[src/rtl/sap1_pkg.sv]
// Shared SAP-1 RAM geometry and the program-controller state encoding.
package sap1_pkg;

  localparam int SAP1_ADDR_W = 4;
  localparam int SAP1_DATA_W = 8;

  typedef enum logic [2:0] {
    RUN   = 3'd0,
    IDLE  = 3'd1,
    SETUP = 3'd2,
    WRITE = 3'd3,
    HOLD  = 3'd4,
    DONE  = 3'd5
  } ram_prog_state_t;

endpackage

[src/rtl/ram_prog_strobe_timer.sv]
// Counts the clocks the RAM write strobe has been high and flags the last one,
// so the controller leaves WRITE after exactly WRITE_CYCLES clocks.
module ram_prog_strobe_timer #(
  parameter int WRITE_CYCLES = 1
) (
  input  logic clk,
  input  logic rst,
  input  logic active_i,
  output logic last_o
);

  logic [3:0] cnt_q;

  assign last_o = active_i && (cnt_q == 4'(WRITE_CYCLES - 1));

  always_ff @(posedge clk or posedge rst) begin
    if (rst) begin
      cnt_q <= '0;
    end else if (active_i && !last_o) begin
      cnt_q <= cnt_q + 4'd1;
    end else begin
      cnt_q <= '0;
    end
  end

endmodule

[src/rtl/ram_prog_ctrl.sv]
// Owns the SAP-1 program/data RAM: passes CPU reads through in run mode and
// streams loader bytes into consecutive words with a setup/strobe/hold write.
module ram_prog_ctrl
  import sap1_pkg::*;
#(
  parameter int ADDR_W       = SAP1_ADDR_W,
  parameter int DATA_W       = SAP1_DATA_W,
  parameter int WRITE_CYCLES = 1
) (
  input  logic              clk,
  input  logic              rst,
  input  logic              prog_mode,
  input  logic [DATA_W-1:0] in_data,
  input  logic              in_valid,
  output logic              in_ready,
  input  logic [ADDR_W-1:0] cpu_addr,
  input  logic              cpu_ce,
  output logic              cpu_wait,
  output logic [ADDR_W-1:0] ram_addr,
  output logic [DATA_W-1:0] ram_data_in,
  output logic              ram_ce,
  output logic              ram_leitura_escrita,
  output logic              ram_run_prog,
  output logic [ADDR_W:0]   words_loaded,
  output logic              prog_done,
  output logic [2:0]        state_dbg
);

  localparam int DEPTH = 2 ** ADDR_W;
  localparam logic [ADDR_W-1:0] LAST_ADDR = ADDR_W'(DEPTH - 1);
  localparam logic [ADDR_W:0]   FULL_CNT  = (ADDR_W + 1)'(DEPTH);

  ram_prog_state_t   state_q;
  logic              mode_q;
  logic [ADDR_W-1:0] ptr_q;
  logic [DATA_W-1:0] data_q;
  logic [ADDR_W:0]   words_q;
  logic              strobe_last;
  logic              write_phase;
  logic              run_state;

  ram_prog_strobe_timer #(
    .WRITE_CYCLES(WRITE_CYCLES)
  ) u_strobe_timer (
    .clk     (clk),
    .rst     (rst),
    .active_i(state_q == WRITE),
    .last_o  (strobe_last)
  );

  // Valid/ready: a byte transfers on a rising edge where in_valid and
  // in_ready are both high; in_ready is only high in IDLE and never depends
  // on in_valid, and the byte is latched into data_q on that edge.
  assign run_state   = (state_q == RUN);
  assign write_phase = (state_q == SETUP) || (state_q == WRITE) || (state_q == HOLD);

  // Outputs decode the registered state; the RUN path is gated by reset so the
  // RAM sees no CPU access while rst is asserted.
  assign in_ready            = (state_q == IDLE);
  assign prog_done           = (state_q == DONE);
  assign cpu_wait            = !run_state;
  assign ram_addr            = run_state ? (rst ? '0 : cpu_addr) : ptr_q;
  assign ram_ce              = run_state ? (cpu_ce && !rst) : write_phase;
  assign ram_leitura_escrita = !write_phase;
  assign ram_run_prog        = (state_q == WRITE);
  assign ram_data_in         = data_q;
  assign words_loaded        = words_q;
  assign state_dbg           = state_q;

  always_ff @(posedge clk or posedge rst) begin
    if (rst) begin
      state_q <= RUN;
      mode_q  <= 1'b0;
      ptr_q   <= '0;
      data_q  <= '0;
      words_q <= '0;
    end else begin
      mode_q <= prog_mode;
      case (state_q)
        RUN: begin
          if (mode_q) begin
            state_q <= IDLE;
            ptr_q   <= '0;
            words_q <= '0;
          end
        end
        IDLE: begin
          if (!mode_q) begin
            state_q <= RUN;
          end else if (in_valid) begin
            data_q  <= in_data;
            state_q <= SETUP;
          end
        end
        SETUP: state_q <= WRITE;
        WRITE: begin
          if (strobe_last) state_q <= HOLD;
        end
        HOLD: begin
          // A mode drop here still counts the word; it only changes the exit.
          if (words_q != FULL_CNT) words_q <= words_q + 1'b1;
          if (ptr_q != LAST_ADDR) ptr_q <= ptr_q + 1'b1;
          if (!mode_q) begin
            state_q <= RUN;
          end else if (ptr_q == LAST_ADDR) begin
            state_q <= DONE;
          end else begin
            state_q <= IDLE;
          end
        end
        DONE: begin
          if (!mode_q) state_q <= RUN;
        end
        default: state_q <= RUN;
      endcase
    end
  end

endmodule

[config.mk]
export PLATFORM = sky130hd
export DESIGN_NAME = ram_prog_ctrl
export DESIGN_NICKNAME = d
export VERILOG_FILES = /design/src/rtl/sap1_pkg.sv /design/src/rtl/ram_prog_strobe_timer.sv /design/src/rtl/ram_prog_ctrl.sv
export SDC_FILE = /design/constraint.sdc
export NUM_CORES = 1
export LEC_CHECK = 0
export CAP_MARGIN = 30
export CORE_ASPECT_RATIO = 1.75
export CORE_MARGIN = 2
export CORE_UTILIZATION = 45
export CTS_CLUSTER_DIAMETER = 200
export DETAILED_ROUTE_END_ITERATION = 16
export PLACE_DENSITY = 0.82
export SYNTH_ARGS = -nofsm -noshare
export SYNTH_HDL_FRONTEND = slang
export SYNTH_HIERARCHICAL = 1
export SYNTH_SLANG_ARGS = --single-unit
export TNS_END_PERCENT = 1
[constraint.sdc]
create_clock -name clk -period 2.2 [get_ports clk]
set_clock_uncertainty 0.05 [all_clocks]
set_input_delay 0.33 -clock clk [delete_from_list [all_inputs] [get_ports clk]]
set_output_delay 0.33 -clock clk [all_outputs]
set_load 0.005 [all_outputs]
==> results.sh <==
export IMPL_status="complete, no violations"
export IMPL_slew_violations=0
export IMPL_yosysMostFrequentCell="dfrtp_1"
export IMPL_core_sq_um=2860
export IMPL_cts_sinks=25
export IMPL_max_stage_delay_ns=0.49
export IMPL_cp_arrival_ns=1.74
export IMPL_grt_pass1_wl_microns=5140
export IMPL_netlist_area_leader_share_pct=47.1
export IMPL_final_nets=205
export IMPL_async_flop_share_pct=100
export IMPL_holdBufCountCts=0
export IMPL_ir_drop_mv=0.552
export IMPL_slew_headroom_pct=54.0
export IMPL_synth_top_family_by_area="simple AND/OR/NAND/NOR gates"
export IMPL_rrSetupSlack_ns=0.30
export IMPL_critPathSlowestCell="clkdlybuf4s50_1"
export IMPL_pwr_share_seq_pct=35.0
export IMPL_fin_crit_sh_pct=96.4
export IMPL_drc=0
export IMPL_max_cap_violations=0
export IMPL_drtIter0Drc=23
export IMPL_clkPwrFrac_pct=14.9
export IMPL_dp_hpwl_microns=2570
export IMPL_path_cells="buf_6, nor3b_4, a21oi_2, nand2_1, clkdlybuf4s50_1"
export IMPL_rr_worst_depth=4
export IMPL_fillers=236
export IMPL_power_switching_w=0.000649
export IMPL_worstSkewPairLatency_ns=0.28
export IMPL_yosys_area_top_type="dfrtp_1"
export IMPL_wl_per_cell_microns=15.5
export IMPL_syn_avg_cell_area_sq_um=9.99
export IMPL_layout_drive_gt1_share_pct=9.34
export IMPL_cts_max_path_buffers=2
export IMPL_synth_edf_count=0
export IMPL_period_needed_ns=2.12
export IMPL_fmax_ghz=0.472
export IMPL_p_leak_nw=0.834
export IMPL_first_global_vias=1192
export IMPL_tightest_slew_ns=0.672
export IMPL_syn_nets=155
export IMPL_rsz0062_at_grt="yes"
export IMPL_synth_compound_area_share_pct=12.0
export IMPL_reg2reg_to="ptr_q[0]"
export IMPL_antenna_left=0
export IMPL_die_area_sq_um=3420
export IMPL_hp_class="in -> async"
export IMPL_placed_cells=205
export IMPL_crit_family="buffers and inverters"
export IMPL_yosysWarningCount=6
export IMPL_cts_root_buf="clkbuf_8"
export IMPL_setup_violations_final=0
export IMPL_seq_area_sq_um=626
export IMPL_die_w_microns=45.1
export IMPL_required_ns=1.82
export IMPL_crit_type="reg -> out"
export IMPL_cts_buffers=3
export IMPL_syn_to_final_growth_pct=42.0
export IMPL_power_density_nw_per_um2=1010
export IMPL_start_kind="register"
export IMPL_endpoint_kind="primary output"
export IMPL_vias=1194
export IMPL_drt_total_wl_microns=3260
export IMPL_total_power_w=0.00190
export IMPL_synth_seq_area_share_pct=47.1
export IMPL_rows=26
export IMPL_final_cells=210
export IMPL_worst_path_buf_inv=2
export IMPL_report_final_hold_viol_count=0
export IMPL_synthTopCellsByArea="dfrtp_1 47%, mux2_1 6.8%, nand3_1 5.3%"
export IMPL_overflow=0
export IMPL_first_pass_iters=4
export IMPL_synthAdderAreaFrac_pct=4.71
export IMPL_r2r_start="ptr_q[0]"
export IMPL_antennaDiodeCount=0
export IMPL_combPwrFrac_pct=50.1
export IMPL_synth_simple_area_share_pct=21.8
export IMPL_clkSlewWorstSetupHoldPaths_ns=0.09
export IMPL_syn_inst=133
export IMPL_start_util_pct=46.4
export IMPL_muxShareOfSynthArea_pct=7.53
export IMPL_cp_max_fo=15
export IMPL_grt_use_total_pct=20.4
export IMPL_port_buffers=42
export IMPL_dieHeight_microns=75.9
export IMPL_ys_ff_latch=25
export IMPL_gp_congestion=0.842
export IMPL_switching_share_pct=34.2
export IMPL_io_pin_count=43
export IMPL_htreeDepth=1
export IMPL_netlist_area_sq_um=1330
export IMPL_synthFlopType="dfrtp_1"
export IMPL_cts_tree="yes"
export IMPL_synth_xor_area_share_pct=1.32
export IMPL_multi_input_area_sq_um=638
export IMPL_synthTopCellsByCount="25 x dfrtp_1, 14 x nand3_1, 11 x inv_1, 10 x nand2_1, 8 x mux2_1"
export IMPL_antenna_found_initial=0
export IMPL_ys_types=40
export IMPL_grt_max_degree=17
export IMPL_p_int_w=0.00125
export IMPL_via_per_inst=5.69
-- per-stage QoR --
stage	hold slack [ns]	utilization (%)	TNS [ns]	setup slack [ns]	instance area, sq um
2_1_floorplan	0.0461	-	0	0.522	1330
3_3_place_gp	0.416	63.1	0	0.146	1810
3_5_place_dp	0.425	63.1	0	0.0945	1810
4_1_cts	0.228	65.0	0	0.00698	1860
5_1_grt	0.252	65.9	-0.0145	-0.0122	1890
6_report	0.228	65.9	0	0.0795	1890
-- metal layers --
| metal | wire (microns) | up-vias | track usage, % |
|---|---|---|---|
| met2 | 1840 | 42 | 36.5 |
| met1 | 1150 | 578 | 21.5 |
| met5 | 0 | - | 0 |
| met3 | 174 | 9 | 3.55 |
| met4 | 84 | 0 | 12.1 |
| li1 | - | 565 | - |
-- area by class of cell --
cell class,instances,area share [%]
timing repair buffer,50,26.2
clock buffer,3,2.19
clock inverter,1,0.398
inverter,12,2.39
sequential,25,33.2
tap,28,1.86
multi-input combinational,91,33.8
-- power by group through the flow --
stage / clock network, W / registers [W] / logic, W
after floorplan: 0 / 0.000675 / 0.000399
after global placement: 0 / 0.000649 / 0.000890
after detailed placement: 0 / 0.000663 / 0.000916
after CTS: 0.000290 / 0.000661 / 0.000926
after global routing: 0.000306 / 0.000679 / 0.00105
final: 0.000282 / 0.000663 / 0.000951
-- sequential cells by signal, indices dropped and copies added (netlist names) --
register              flops
mode_q                    1
ptr_q                     4
ram_data_in               8
state_dbg                 3
u_strobe_timer/cnt_q      4
words_loaded              5
-- logic make-up after synthesis --
family	count (synthesis)
AO/OA/AOI/OAI	24
XOR/XNOR	2
adder cells (fa/ha/maj)	5
buffers and inverters	17
flip-flops	25
multiplexers	9
AND/OR/NAND/NOR	51
-- worst max path at each step --
stage                       startpoint      endpoint  depth (start not counted)
after floorplan           state_dbg[1]  state_dbg[1]                          8
after global placement             rst   ram_addr[1]                          5
after detailed placement           rst   ram_addr[0]                          5
after CTS                 state_dbg[2]   ram_addr[0]                          4
after global routing      state_dbg[1]   ram_addr[1]                          5
final                     state_dbg[0]        ram_ce                          5
-- cell usage in the layout (no fill, tap or decap), types with 3 or more instances in the layout --
master,instances
clkdlybuf4s50_1,41
dfrtp_1,25
nand3_1,14
inv_1,11
nand2_1,10
mux2_1,8
nor2_1,7
ha_1,5
buf_4,5
o21ai_1,4
a21oi_1,4
o21ai_0,4
nand2b_1,3
and3_1,3
clkbuf_8,3
buf_6,3
-- repair_timing --
action,4_1_cts,5_1_grt
setup endpoints to repair,5,6
setup buffers,0,1
resized for setup,1,5
pin swaps,0,1
No activity file was read; power rests on OpenSTA's default activity.
